`config.mk`:
```
export PLATFORM = sky130hd
export DESIGN_NAME = bank_address_unmapping
export DESIGN_NICKNAME = d
export VERILOG_FILES = /design/src/rtl/bank_address_unmapping.sv
export SDC_FILE = /design/constraint.sdc
export NUM_CORES = 1
export LEC_CHECK = 0
export BUFFER_PORTS_ARGS = -buffer_cell sky130_fd_sc_hd__buf_2
export CAP_MARGIN = 10
export CORE_MARGIN = 1
export CORE_UTILIZATION = 56
export DETAILED_ROUTE_END_ITERATION = 10
export GPL_ROUTABILITY_DRIVEN = 0
export PLACE_DENSITY = 0.86
export SYNTH_ARGS = -nofsm -noshare
export SYNTH_HDL_FRONTEND = slang
export SYNTH_SLANG_ARGS = --single-unit
```
`constraint.sdc`:
```
create_clock -name clk -period 3.7 [get_ports clk]
set_input_delay 0.74 -clock clk [delete_from_list [all_inputs] [get_ports clk]]
set_output_delay 0.74 -clock clk [all_outputs]
set_load 0.02 [all_outputs]
```
`src/rtl/bank_address_unmapping.sv`:
```
// bank_address_unmapping: sweeps the four coefficient banks in address order and
// streams each bank word back out tagged with its original coefficient index.
// Optional feature macro: BANK_UNMAP_DILITHIUM_EN enables the Dilithium
// (two 24-bit lanes per address) mode selected by KD_mode; without it every
// sweep is a 32-address Kyber sweep and KD_mode is ignored.
module bank_address_unmapping (
  input  logic        clk,
  input  logic        rst,
  input  logic        KD_mode,
  input  logic        start,
  output logic        busy,
  output logic        done,
  output logic        rd_en,
  output logic [6:0]  rd_addr,
  input  logic [11:0] bank_dout_0,
  input  logic [11:0] bank_dout_1,
  input  logic [11:0] bank_dout_2,
  input  logic [11:0] bank_dout_3,
  output logic        out_valid,
  input  logic        out_ready,
  output logic [3:0]  out_lane_en,
  output logic [7:0]  out_idx_0,
  output logic [7:0]  out_idx_1,
  output logic [7:0]  out_idx_2,
  output logic [7:0]  out_idx_3,
  output logic [23:0] out_data_0,
  output logic [23:0] out_data_1,
  output logic [23:0] out_data_2,
  output logic [23:0] out_data_3
);

  localparam int unsigned ADDR_W     = 7;
  localparam int unsigned WORD_W     = 12;
  localparam int unsigned IDX_W      = 8;
  localparam int unsigned DATA_W     = 24;
  localparam int unsigned LANES      = 4;
  localparam int unsigned KYBER_LAST = 31;
  localparam int unsigned DIL_LAST   = 127;

  typedef struct packed {
    logic [LANES-1:0]             lane_en;
    logic [LANES-1:0][IDX_W-1:0]  idx;
    logic [LANES-1:0][DATA_W-1:0] data;
  } beat_t;

  typedef enum logic [1:0] {S_IDLE, S_SWEEP, S_DRAIN, S_DONE} state_t;

  state_t                      state_q, state_d;
  logic [ADDR_W-1:0]           addr_q, addr_d;
  logic [ADDR_W-1:0]           inflight_addr_q, inflight_addr_d;
  logic                        inflight_q, inflight_d;
  beat_t                       head_q, head_d, skid_q, skid_d, arr_beat;
  logic                        head_valid_q, head_valid_d;
  logic                        skid_valid_q, skid_valid_d;
  logic                        sweep_dil;
  logic                        pop;
  logic [1:0]                  occ_after;
  logic [ADDR_W-1:0]           last_addr;
  logic [LANES-1:0][WORD_W-1:0] dout;

  assign dout = {bank_dout_3, bank_dout_2, bank_dout_1, bank_dout_0};

`ifdef BANK_UNMAP_DILITHIUM_EN
  logic mode_q, mode_d;

  // Latch the sweep mode when a request is accepted
  always_comb begin
    mode_d = mode_q;
    if (state_q == S_IDLE && start) mode_d = KD_mode;
  end

  // Mode register
  always_ff @(posedge clk) begin
    if (rst) mode_q <= 1'b0;
    else     mode_q <= mode_d;
  end

  assign sweep_dil = mode_q;
`else
  logic unused_kd;
  assign unused_kd = ^{KD_mode, inflight_addr_q[ADDR_W-1:5]};
  assign sweep_dil = 1'b0;
`endif

  // Credit check: issue only if the buffer can absorb every outstanding word
  always_comb begin
    pop       = head_valid_q & out_ready;
    occ_after = 2'(head_valid_q) + 2'(skid_valid_q) + 2'(inflight_q) - 2'(pop);
    last_addr = sweep_dil ? ADDR_W'(DIL_LAST) : ADDR_W'(KYBER_LAST);
    rd_en     = (state_q == S_SWEEP) && (occ_after < 2'd2);
  end

  assign rd_addr = addr_q;

  // Address counter and in-flight read tracking
  always_comb begin
    addr_d          = addr_q;
    inflight_d      = rd_en;
    inflight_addr_d = inflight_addr_q;
    if (state_q == S_IDLE && start) addr_d = '0;
    if (rd_en) begin
      inflight_addr_d = addr_q;
      addr_d          = (addr_q == last_addr) ? '0 : addr_q + ADDR_W'(1);
    end
  end

  // Map the returning bank words back to coefficient indices
  always_comb begin
    arr_beat         = '0;
    arr_beat.lane_en = '1;
    for (int b = 0; b < int'(LANES); b++) begin
      arr_beat.idx[b]  = {1'b0, inflight_addr_q[4:0],
                          2'(b) - {1'b0, inflight_addr_q[4]}
                                - inflight_addr_q[3:2] - inflight_addr_q[1:0]};
      arr_beat.data[b] = {{(DATA_W-WORD_W){1'b0}}, dout[b]};
    end
`ifdef BANK_UNMAP_DILITHIUM_EN
    if (sweep_dil) begin
      arr_beat         = '0;
      arr_beat.lane_en = 4'b0011;
      arr_beat.idx[0]  = {inflight_addr_q, ^inflight_addr_q};
      arr_beat.idx[1]  = {inflight_addr_q, ~(^inflight_addr_q)};
      arr_beat.data[0] = {dout[2], dout[0]};
      arr_beat.data[1] = {dout[3], dout[1]};
    end
`endif
  end

  // Two-entry output buffer: head drives the stream, skid catches a stalled arrival
  always_comb begin
    head_d       = head_q;
    head_valid_d = head_valid_q;
    skid_d       = skid_q;
    skid_valid_d = skid_valid_q;
    if (!head_valid_q || pop) begin
      if (skid_valid_q) begin
        head_d       = skid_q;
        head_valid_d = 1'b1;
        skid_valid_d = inflight_q;
        if (inflight_q) skid_d = arr_beat;
      end else begin
        head_valid_d = inflight_q;
        if (inflight_q) head_d = arr_beat;
      end
    end else if (inflight_q) begin
      skid_d       = arr_beat;
      skid_valid_d = 1'b1;
    end
  end

  // Next-state logic
  always_comb begin
    state_d = state_q;
    case (state_q)
      S_IDLE:  if (start) state_d = S_SWEEP;
      S_SWEEP: if (rd_en && addr_q == last_addr) state_d = S_DRAIN;
      S_DRAIN: if (!head_valid_q && !skid_valid_q && !inflight_q) state_d = S_DONE;
      S_DONE:  state_d = S_IDLE;
      default: state_d = S_IDLE;
    endcase
  end

  // Status outputs decoded from the state
  always_comb begin
    busy = (state_q != S_IDLE);
    done = (state_q == S_DONE);
  end

  // State register
  always_ff @(posedge clk) begin
    if (rst) state_q <= S_IDLE;
    else     state_q <= state_d;
  end

  // Datapath registers; reset drops the buffer and any word still in flight
  always_ff @(posedge clk) begin
    if (rst) begin
      addr_q          <= '0;
      inflight_q      <= 1'b0;
      inflight_addr_q <= '0;
      head_q          <= '0;
      head_valid_q    <= 1'b0;
      skid_q          <= '0;
      skid_valid_q    <= 1'b0;
    end else begin
      addr_q          <= addr_d;
      inflight_q      <= inflight_d;
      inflight_addr_q <= inflight_addr_d;
      head_q          <= head_d;
      head_valid_q    <= head_valid_d;
      skid_q          <= skid_d;
      skid_valid_q    <= skid_valid_d;
    end
  end

  assign out_valid   = head_valid_q;
  assign out_lane_en = head_q.lane_en;
  assign out_idx_0   = head_q.idx[0];
  assign out_idx_1   = head_q.idx[1];
  assign out_idx_2   = head_q.idx[2];
  assign out_idx_3   = head_q.idx[3];
  assign out_data_0  = head_q.data[0];
  assign out_data_1  = head_q.data[1];
  assign out_data_2  = head_q.data[2];
  assign out_data_3  = head_q.data[3];

endmodule

```
==> impl_metrics.ini <==
[critical_path]
cp.arrival_ps = 2400
worst-setup-path-type = primary input to output pin
worst-r2r-setup-slack_ps = 1130
critical_path_buf_inv_count = 4
cp_capture_point = rd_en
crit_cells = 10
max_stage_delay_ps = 280
slowest_stage = ha_1
worst-path-max-fanout = 4
crit_required_ps = 2960
critical_path.endpoint_type = output pin
critical_path.cell_chain = buf_2, and2_2, ha_1, inv_1, ha_1, a21oi_2, xor2_1, nand2_1, inv_1, buf_2
cell_family_with_most_cp_delay = adder cells
worstSetupStartpoint = out_ready
rr_worst_depth = 5
r2r_end = skid_q[82]$_SDFFE_PP0P_
regToRegStartpoint = skid_valid_q$_SDFFE_PP0P_
critical_path.startpoint_type = primary input

[route]
drcViolationCount = 0
drt_iter0_markers = 296
antenna_left = 0
drt-vias-per-instance = 5.18
routedWlPerCell_um = 12.9
routed_wl_um = 13000
routed-via-count = 5213
drt_pre_antenna_iters = 4

[clock_network]
cts.hold.buffers_added = 0
cts-resized-gates = 0
h-tree-depth = 4
cts.repair_timing.setup_buffer_count = 0
cts_num_sinks = 139
cts.reportedPaths.clkPinSlew_ps = 60
cts_root_buffer = clkbuf_16
clock_tree_from_tritoncts = done
worstSkewPairLatency_ps = 410
cts_max_path_buffers = 2
numCtsBuffers = 17

[synth]
post_synth_main_area_contributors = dfxtp_1 (42%), mux2i_1 (9.1%), buf_4 (9.0%), nand2_1 (6.9%), a211oi_1 (6.9%)
yosysTopAreaCellShare = 0.424
synthesis.area_sq_mm = 0.00657
yosysSeqAreaShare = 0.424
postSynthAreaPerCell_sq_um = 8.65
synthesis.yosys.warnings = 0
number_of_library_cell_types_mapped_by_synthesis = 40
synth-seq-cells = 139
instance_count_of_the_mapped_netlist = 759
synth_area_leader_cell = dfxtp_1

[hold_path]
min_path_type = flip-flop to flip-flop

[sta]
final_min_period_over_clock_period = 0.849
fin_crit_ps = 3140
rsz0062_at_grt = no
skew_ps = 6.03
achievable-frequency_mhz = 318
finalHoldWorstSlack_ps = 453
final.setup.tns_ps = 0
worst_pin_slew_ps = 1120
slew_viol_final = 0
timing.final.hold_violations = 0
finalSetupViolCount = 0
timing.slew.headroom = 0.254

[outcome]
outcome = finished, final reports clean

[global_routing]
gr-usage-met2 = 0.374
number_of_global_route_vias_before_repair = 4536
global_route_wire_length_before_repair_um = 20700
grt_util_met1 = 0.265
grt_start_max_net_pins = 77
all_layer_global_routing_usage = 0.217
global_route.peak_usage_layer = met2
global_route.overflow_total = 0
global_routing_usage_on_met3 = 0.0447
antenna_found_initial = 0

[layout]
syn2layout_area_growth_pct = 13.6
antennaDiodeCount = 0
post_route_cells_drive_above_1_share = 0.220
final_net_count = 922
most_common_cell_after_layout_fill_and_taps_aside = buf_2
highest_count_cells_in_the_layout_ignoring_fill_and_taps = buf_2 (141), dfxtp_1 (138), nand2_1 (121)
filler_cell_count = 970

[run]
max-cap-violations = 0

[floorplan]
core.rowCount = 39
die_height_um = 110
die_area_sq_mm = 0.0122
starting_density_of_the_core = 0.575
core_area_sq_mm = 0.0114
die_width_um = 110
io_pins = 196

[power]
static_leakage_nw = 2.99
power.ir.vdd_worst_mv = 0.376
cellPowerDensity_mw_per_mm2 = 606

[place]
place_hpwl_um = 8490
io_buffers = 142
how the worst min path moves through the flow:
stage,end,cells after the start,start
2_1_floorplan,skid_q[48]$_SDFFE_PP0P_,2,skid_q[48]$_SDFFE_PP0P_
3_3_place_gp,skid_q[29]$_SDFFE_PP0P_,2,skid_q[29]$_SDFFE_PP0P_
3_5_place_dp,skid_q[48]$_SDFFE_PP0P_,2,skid_q[48]$_SDFFE_PP0P_
4_1_cts,skid_q[48]$_SDFFE_PP0P_,2,skid_q[48]$_SDFFE_PP0P_
5_1_grt,skid_q[7]$_SDFFE_PP0P_,2,skid_q[7]$_SDFFE_PP0P_
6_report,skid_q[3]$_SDFFE_PP0P_,2,skid_q[3]$_SDFFE_PP0P_
sequential cells by signal (all words and copies together), names as in the netlist, 5 cells and up:
signal           cells
out_idx_0            7
out_data_0          12
out_data_2          12
out_data_1          12
rd_addr              7
out_data_3          12
skid_q              61
inflight_addr_q      5
logic make-up after synthesis:
group           share of synthesized area
flops                               0.424
other cells                      0.000571
buf+inv                             0.140
compound gates                      0.151
fa+ha+maj                          0.0347
xor+xnor                           0.0170
simple gates                        0.141
mux                                0.0915
final cells by class:
cell class / instances / area (sq um) / share of cell area
Clock buffer: 21 / 470 / 0.0631
Clock inverter: 10 / 92.6 / 0.0124
Inverter: 17 / 63.8 / 0.00856
Multi-Input combinational cell: 524 / 3070 / 0.412
Sequential cell: 139 / 2790 / 0.374
Tap cell: 143 / 179 / 0.0240
Timing Repair Buffer: 153 / 796 / 0.107
power by group:
part / internal, W / switching, W / total [W]
sequential: 0.00167 / 0.000112 / 0.00179
combinational: 0.000373 / 0.000769 / 0.00114
clock: 0.000973 / 0.000620 / 0.00159
total: 0.00302 / 0.00150 / 0.00452
worst min-delay path, cell delays in order, from the launching register on:
cell     delay (ps)
dfxtp_1         300
nand2_1          50
a21oi_1          50
synthesized netlist by cell type (all sizes together):
master,n
fa,2
o21a,2
o21ai,13
or4,1
ha,15
a31oi,4
nand2b,1
o31ai,2
nor2,74
nand4b,4
xnor2,7
nor2b,2
and3,3
nand2,121
nor3b,1
buf,105
nand4,3
clkbuf,25
xor3,1
nor3,4
nand3,9
inv,17
mux2i,60
conb,1
xor2,3
o32ai,1
and2,3
a21oi,67
dfxtp,139
a211oi,61
o211ai,8
metrics by stage:
step / cell area (sq um) / worst slack [ps] / cells / power (W) / util
floorplan: 6760 / 731 / 810 / 0.00276 / -
global placement: 6890 / 604 / 976 / 0.00294 / 0.604
detailed placement: 6890 / 570 / 976 / 0.00296 / 0.604
CTS: 7460 / 545 / 1007 / 0.00456 / 0.653
global route: 7460 / 387 / 1007 / 0.00478 / 0.653
finish: 7460 / 558 / 1007 / 0.00452 / 0.653
metal layers:
| layer | part of all wire | vias to the layer above | routed length [um] |
|---|---|---|---|
| met5 | 0 | - | 0 |
| met4 | 0.012 | 0 | 158 |
| met3 | 0.045 | 15 | 591 |
| met2 | 0.49 | 146 | 6440 |
| met1 | 0.45 | 2406 | 5850 |
| li1 | - | 2646 | - |
(Power assumes the default switching activity.)
